File: src/rtl/instruction_loader.sv
// Boot-time instruction memory loader: parses a length-prefixed little-endian
// byte stream and writes one 32-bit word per group of four data bytes.
module instruction_loader #(
  parameter int width_p     = 32,
  parameter int depth_p     = 1024,
  parameter int base_addr_p = 0
) (
  input  logic                          clk_i,
  input  logic                          reset_ni,
  input  logic                          start_i,
  input  logic                          abort_i,
  input  logic                          byte_valid_i,
  input  logic [7:0]                    byte_data_i,
  output logic                          byte_ready_o,
  output logic                          load_enable_o,
  output logic [$clog2(depth_p*4)-1:0]  load_addr_o,
  output logic [width_p-1:0]            load_data_o,
  output logic                          busy_o,
  output logic                          done_o,
  output logic                          error_o
);

  localparam int               AddrW    = $clog2(depth_p*4);
  localparam int               RemW     = $clog2(depth_p+1);
  localparam logic [31:0]      Capacity = 32'(depth_p - base_addr_p/4);
  localparam logic [AddrW-1:0] BaseAddr = AddrW'(base_addr_p);

  typedef enum logic [2:0] {
    S_IDLE,
    S_LEN,
    S_DATA,
    S_WRITE,
    S_DONE,
    S_ERR
  } state_t;

  state_t             state_q, state_d;
  logic [1:0]         idx_q;
  logic [width_p-1:0] asm_q;
  logic [RemW-1:0]    rem_q;
  logic [AddrW-1:0]   addr_q;
  logic [AddrW-1:0]   load_addr_q;
  logic [width_p-1:0] load_data_q;
  logic               error_q;

  logic               in_busy;
  logic               take;
  logic               last_byte;
  logic               start_ok;
  logic [31:0]        len_word;

  assign in_busy      = (state_q == S_LEN) || (state_q == S_DATA) || (state_q == S_WRITE);
  assign byte_ready_o = (state_q == S_LEN) || (state_q == S_DATA);
  // Abort wins over a byte offered in the same cycle.
  assign take         = byte_valid_i && byte_ready_o && !abort_i;
  assign last_byte    = take && (idx_q == 2'd3);
  assign start_ok     = start_i && ((state_q == S_IDLE) || (state_q == S_ERR));
  // Complete word as it will look once the fourth byte lands.
  assign len_word     = {byte_data_i, asm_q[23:0]};

  assign busy_o        = in_busy;
  assign load_enable_o = (state_q == S_WRITE);
  assign done_o        = (state_q == S_DONE);
  assign error_o       = error_q;
  assign load_addr_o   = load_addr_q;
  assign load_data_o   = load_data_q;

  // State register.
  always_ff @(posedge clk_i or negedge reset_ni) begin
    if (!reset_ni) state_q <= S_IDLE;
    else           state_q <= state_d;
  end

  // Next-state decode.
  always_comb begin
    state_d = state_q;
    case (state_q)
      S_IDLE:  if (start_i) state_d = S_LEN;
      S_LEN: begin
        if (abort_i) state_d = S_IDLE;
        else if (last_byte) begin
          if (len_word == 32'd0)          state_d = S_DONE;
          else if (len_word > Capacity)   state_d = S_ERR;
          else                            state_d = S_DATA;
        end
      end
      S_DATA: begin
        if (abort_i)        state_d = S_IDLE;
        else if (last_byte) state_d = S_WRITE;
      end
      S_WRITE: begin
        if (abort_i)                    state_d = S_IDLE;
        else if (rem_q == RemW'(1))     state_d = S_DONE;
        else                            state_d = S_DATA;
      end
      S_DONE:  state_d = S_IDLE;
      S_ERR:   if (start_i) state_d = S_LEN;
      default: state_d = S_IDLE;
    endcase
  end

  // Byte assembly, word counting, address stepping and output registers.
  always_ff @(posedge clk_i or negedge reset_ni) begin
    if (!reset_ni) begin
      idx_q       <= '0;
      asm_q       <= '0;
      rem_q       <= '0;
      addr_q      <= '0;
      load_addr_q <= '0;
      load_data_q <= '0;
      error_q     <= 1'b0;
    end else begin
      if (start_ok) begin
        idx_q   <= '0;
        addr_q  <= BaseAddr;
        error_q <= 1'b0;
      end
      if (take) begin
        asm_q[{idx_q, 3'b000} +: 8] <= byte_data_i;
        idx_q                       <= idx_q + 2'd1;
      end
      if (in_busy && abort_i) idx_q <= '0;
      if ((state_q == S_LEN) && last_byte) begin
        rem_q <= len_word[RemW-1:0];
        if (len_word > Capacity) error_q <= 1'b1;
      end
      if ((state_q == S_DATA) && last_byte) begin
        load_data_q <= {byte_data_i, asm_q[width_p-9:0]};
        load_addr_q <= addr_q;
      end
      if (state_q == S_WRITE) begin
        addr_q <= addr_q + AddrW'(4);
        rem_q  <= rem_q - RemW'(1);
      end
    end
  end

endmodule

File: config.mk
export PLATFORM = sky130hd
export DESIGN_NAME = instruction_loader
export DESIGN_NICKNAME = d
export VERILOG_FILES = /design/src/rtl/instruction_loader.sv
export SDC_FILE = /design/constraint.sdc
export NUM_CORES = 1
export LEC_CHECK = 0
export CAP_MARGIN = 5
export CORE_MARGIN = 1.5
export CORE_UTILIZATION = 49
export CTS_CLUSTER_SIZE = 14
export DETAILED_ROUTE_END_ITERATION = 6
export GPL_TIMING_DRIVEN = 0
export PLACE_DENSITY = 0.8
export SLEW_MARGIN = 20
export SYNTH_ARGS = -nofsm -noshare
export SYNTH_HDL_FRONTEND = slang
export SYNTH_SLANG_ARGS = --single-unit
File: constraint.sdc
create_clock -name clk_i -period 1.6 [get_ports clk_i]
set_input_delay 0.24 -clock clk_i [delete_from_list [all_inputs] [get_ports clk_i]]
set_output_delay 0.24 -clock clk_i [all_outputs]
set_load 0.05 [all_outputs]
### After elaboration in Yosys (flattened, before gate mapping)

Index checks and enable logic that the tools add are counted.

* bits in registers: 105
* memories: 0
* latch bits: 0
* memory bits (writable): 0
* bits in read-only memories: 0

* reduce and logical (&&, ||, !) cells: 18
* mux-type cells: 21
* equal/unequal tests: 10
* divide/modulo/power cells: 0
* magnitude comparators: 1
* multipliers: 0
* bitwise logic cells: 0
* add/subtract/negate cells: 4
* shifts and indexed selects: 2

Operator list (count)
* bitwise mux 32 bit: 1
* > comparator 32 x 11 -> 1 bit (second input constant): 1
* zero test 32 bit: 1
* variable shift 8 x 7 -> 32 bit (first input constant): 1
* variable part select 8 x 7 -> 32 bit: 1
* 2-to-1 mux 3 bit: 9
* 2-to-1 mux 12 bit: 2
* 2-to-1 mux 11 bit: 2
* adder 12 x 3 -> 12 bit (second input constant): 1
* one-hot mux 3 bit (4 select lines): 1
* equality test 11 x 1 -> 1 bit (second input constant): 1
* subtractor 11 x 1 -> 11 bit (second input constant): 1
* logical AND 1 bit: 7
* negator 5 -> 7 bit: 1
* equality test 3 x 2 -> 1 bit (second input constant): 2
* equality test 3 bit (second input constant): 2
* 2-to-1 mux 2 bit: 3
* != test 3 bit (second input constant): 2
* nonzero test 2 bit: 2
* equality test 3 x 1 -> 1 bit (second input constant): 1
* zero test 3 bit: 1
* logical OR 1 bit: 3
* 2-to-1 mux 1 bit: 3
* AND reduction 3 bit: 1
* other kinds (6): 6

### Logic depth before layout (Yosys ltp)

* depth after elaboration: 8
* gate-level depth with buffers: 8
* mapped depth without buffers: 6

### Least setup slack after synthesis

No wires, ideal clock.

* path kind: reg-to-output
* start: reg state_q[1]
* end: out done_o
* arrival time: 1689 ps
* buffers on the path: 1
* data required time: 1360 ps
* setup slack: -329 ps
* stages on the path, launching flop included: 3
* cell sequence: dfrtp_1 > buf_2 > nor3_1

* longest elaborated chain between the ends: 1

RTL lines
* from (decl): line 37 `state_t state_q, state_d;`
* from (signal assigned): line 71 `else state_q <= state_d;`
* equality test 3 bit: line 63 `assign done_o = (state_q == S_DONE);`
* to (decl): line 19 `output logic done_o,`

Every way passes these cells.

### Final worst setup path

* start: in abort_i
* end: reg load_addr_q[2] (netlist: load_addr_o[2])

* longest elaborated chain between the ends: 4

RTL lines
* from (decl): line 11 `input logic abort_i,`
* zero test 1 bit: line 55 `assign take = byte_valid_i && byte_ready_o && !abort_i;`
* logical AND 1 bit: line 55
* logical AND 1 bit: line 56 `assign last_byte = take && (idx_q == 2'd3);`
* logical AND 1 bit: line 127 `if ((state_q == S_DATA) && last_byte) begin`
* to (signal assigned): line 129 `load_addr_q <= addr_q;`
* to (decl): line 42 `logic [AddrW-1:0] load_addr_q;`

Every way passes these cells.
A chain may end at the register's enable or synchronous reset.

==> results.yml <==
finish:
  drive_above_1_share: 0.3820
  fillers: 548
  diodes: 0
  fin_nets: 537
  postLayoutCellArea_sq_um: 6366
  area_growth_pct: 46.04
routing:
  wire_per_inst_um: 20.64
  via_count: 3845
  viasPerCell: 6.113
  first_pass_iters: 6
  route.detailed.drc: 0
  wl_um: 12980
  drt_iter0_drc: 240
  ant_nets: 0
sta:
  setup_viol: 78
  rsz0062_at_grt: "yes"
  hold_violations: 0
  drv_slew: 0
  min_period_over_period: 1.121
  relSlewSlack: 0.6397
  fin_skew_ps: 18.54
  fin_ws_ps: -193.7
  holdWs_ps: 257.0
  period_minus_slack_ps: 1794
  fmax_ghz: 0.5575
  worst_pin_slew_ps: 540.5
synthesis:
  netlist_instances: 390
  synth-main-ff-cell: "dfrtp_1"
  syn_area_per_cell_sq_um: 11.18
  syn_area_sq_um: 4359
  synth_seq_area_share: 0.5339
  yosysWarnings: 0
  synth_edf_count: 0
  yosys.cell_types.count: 45
  ys_ff_latch: 93
  async_reset_ff_frac: 1.000
worst_setup_path:
  reg2regPathDepth: 7
  path_class: "in2reg"
  max_stage_delay_ps: 550
  cp_max_fo: 6
  cp-start-kind: "input pin"
  slowest_stage: "clkdlybuf4s50_1"
  worstPathRequired_ps: 1860
  cp_data_arrival_time_ps: 2050
  crit_chain: "clkdlybuf4s50_1 -> nor2_4 -> and3b_2 -> nand4_4 -> buf_12 -> clkbuf_16 -> mux2_4"
  end_kind: "flop"
pwr:
  total_power_mw: 5.545
  leakage_nw: 3.147
  p_per_area_nw_per_um2: 871.0
  vdd_drop_max_mv: 0.5243
clocking:
  cts-root-buf: "clkbuf_8"
  cts.sink_count: 93
  clk_path_buf_depth: 2
  clk_pin_slew_ps: 90
  htree_levels: 3
  insertion_delay_ps: 370
  cts_made_buffers: 9
  cts_tree: "built"
die:
  num_rows: 34
  die_y_um: 97.32
  start_util: 0.5023
  ioPinCount: 62
  core_area_sq_um: 8678
  dieArea_sq_um: 9471
  die_x_um: 97.32
global_routing:
  grt_pass1_vias: 3680
  grt_usage: 0.2413
  grt_pass1_wl_um: 18350
  overflow: 0
  grt_max_degree: 54
  antenna_found_initial: 0
worst_hold_path:
  whs_path_depth: 3
  hold_class: "in2reg"
flow_run:
  maxCapViolCount: 0
placed_design:
  hpwl_um: 6793
  io_buffers: 59
  dpl_worst_slack_ps: -573.9
  dpl_cell_area_sq_um: 5154
  place_congestion: 0.8400
run_status:
  status: "finished, violations left"
  violations: "negative setup slack"
==> final cells by class <==
cell class	instances	area (sq um)	share of cell area
plain buffers	13	172.7	0.02712
clock buffers	10	127.6	0.02005
clock inverters	6	71.32	0.01120
inverters	6	28.78	0.004520
multi-input cells	274	2297	0.3608
flip-flops and latches	93	2338	0.3673
well taps	108	135.1	0.02123
repair buffers	119	1195	0.1877
==> cells by family (layout without fill, tap and decap cells) <==
group	count (synthesis)	in the layout	synth area share
simple gates	138	138	0.1495
flops	93	93	0.5339
compound gates	78	78	0.1065
mux	43	43	0.1447
buf+inv	24	154	0.03157
fa+ha+maj	8	8	0.02296
xor+xnor	5	5	0.01005
other cells	1	2	0.0008603
==> repair_timing <==
item	4_1_cts	5_1_grt
buffers inserted	27	25
endpoints found under the hold margin	40	0
hold buffers	1	0
endpoints found under the setup margin	133	94
gates resized for setup	149	84
cloned	2	5
pin swaps	17	19
==> placed cells by master, fill, tap and decap left out, types with 4 or more instances in the layout <==
cell and n:
buf_8 9, nor2_1 10, ha_1 5, dfrtp_2 9
mux2_2 4, clkbuf_8 9, mux2_4 39, nand3_1 5
nand3_2 4, clkdlybuf4s50_1 9, clkbuf_16 4, o21ai_0 28
nand3_4 4, a21oi_1 5, o21ai_1 14, nand2_1 70
o31ai_1 4, buf_12 4, o211ai_1 6, nor4_2 5
buf_4 42, dfrtp_1 84, dlygate4sd2_1 43, buf_6 16
==> worst paths after layout <==
path,endpoint,slack (ps),start
max,load_addr_o[2],-190,abort_i
min,asm_q[18],260,byte_data_i[2]
max reg2reg,rem_q[3],-190,state_q[1]
min reg2reg,addr_q[11],510,addr_q[11]
max in group asynchronous,rem_q[5],530,reset_ni
min in group asynchronous,load_addr_o[9],400,reset_ni
==> power breakdown <==
part | switching, mW | leakage [nW] | total [mW] | internal [mW]
Sequential | 0.265 | 1.25 | 2.78 | 2.52
Clock | 0.888 | 0.0931 | 1.62 | 0.734
Combinational | 0.604 | 1.81 | 1.14 | 0.536
Total | 1.76 | 3.15 | 5.55 | 3.79
==> state kept, by name (all words and copies together) (netlist names) <==
| signal | cells |
|---|---|
| load_data_o | 32 |
| asm_q | 24 |
| rem_q | 11 |
| addr_q | 10 |
| load_addr_o | 10 |
| state_q | 3 |
| idx_q | 2 |
| error_o | 1 |
==> metrics by stage <==
| stage | utilization | setup TNS [ps] | cells |
|---|---|---|---|
| 2_1_floorplan | - | -3633 | 391 |
| 3_3_place_gp | 0.5910 | -316080 | 558 |
| 3_5_place_dp | 0.5939 | -40380 | 559 |
| 4_1_cts | 0.6762 | -7706 | 603 |
| 5_1_grt | 0.7336 | -13830 | 629 |
| 6_report | 0.7336 | -9233 | 629 |
==> synth_stat cells (all sizes together) (4+ instances only) <==
library cell  instances  area share
nor2                 14       0.012
nand2                75       0.065
clkbuf                6      0.0052
o211ai                6       0.010
nand3                13       0.015
o21ai                45       0.052
nand4                 4      0.0092
inv                   6      0.0052
a21oi                 7      0.0080
buf                  12       0.021
nor3                  4      0.0046
dfrtp                93        0.53
mux2                 43        0.14
nor4                  8       0.011
ha                    8       0.023
o31ai                 4      0.0069
==> worst max-delay path: cells and delay by family <==
| family | cells | cell delay (ps) |
|---|---|---|
| buf+inv | 3 | 880 |
| mux | 1 | 290 |
| simple gates | 3 | 630 |
==> metal layers <==
layer  vias up  global-route usage  wire length, um
met5         -                   0                0
met4         0             0.07363              452
met3        44             0.03741              831
met2       212              0.4341             6716
met1      1950              0.2991             4981
li1       1639                   -                -
Note: power is estimated with default switching activity, not from simulation.
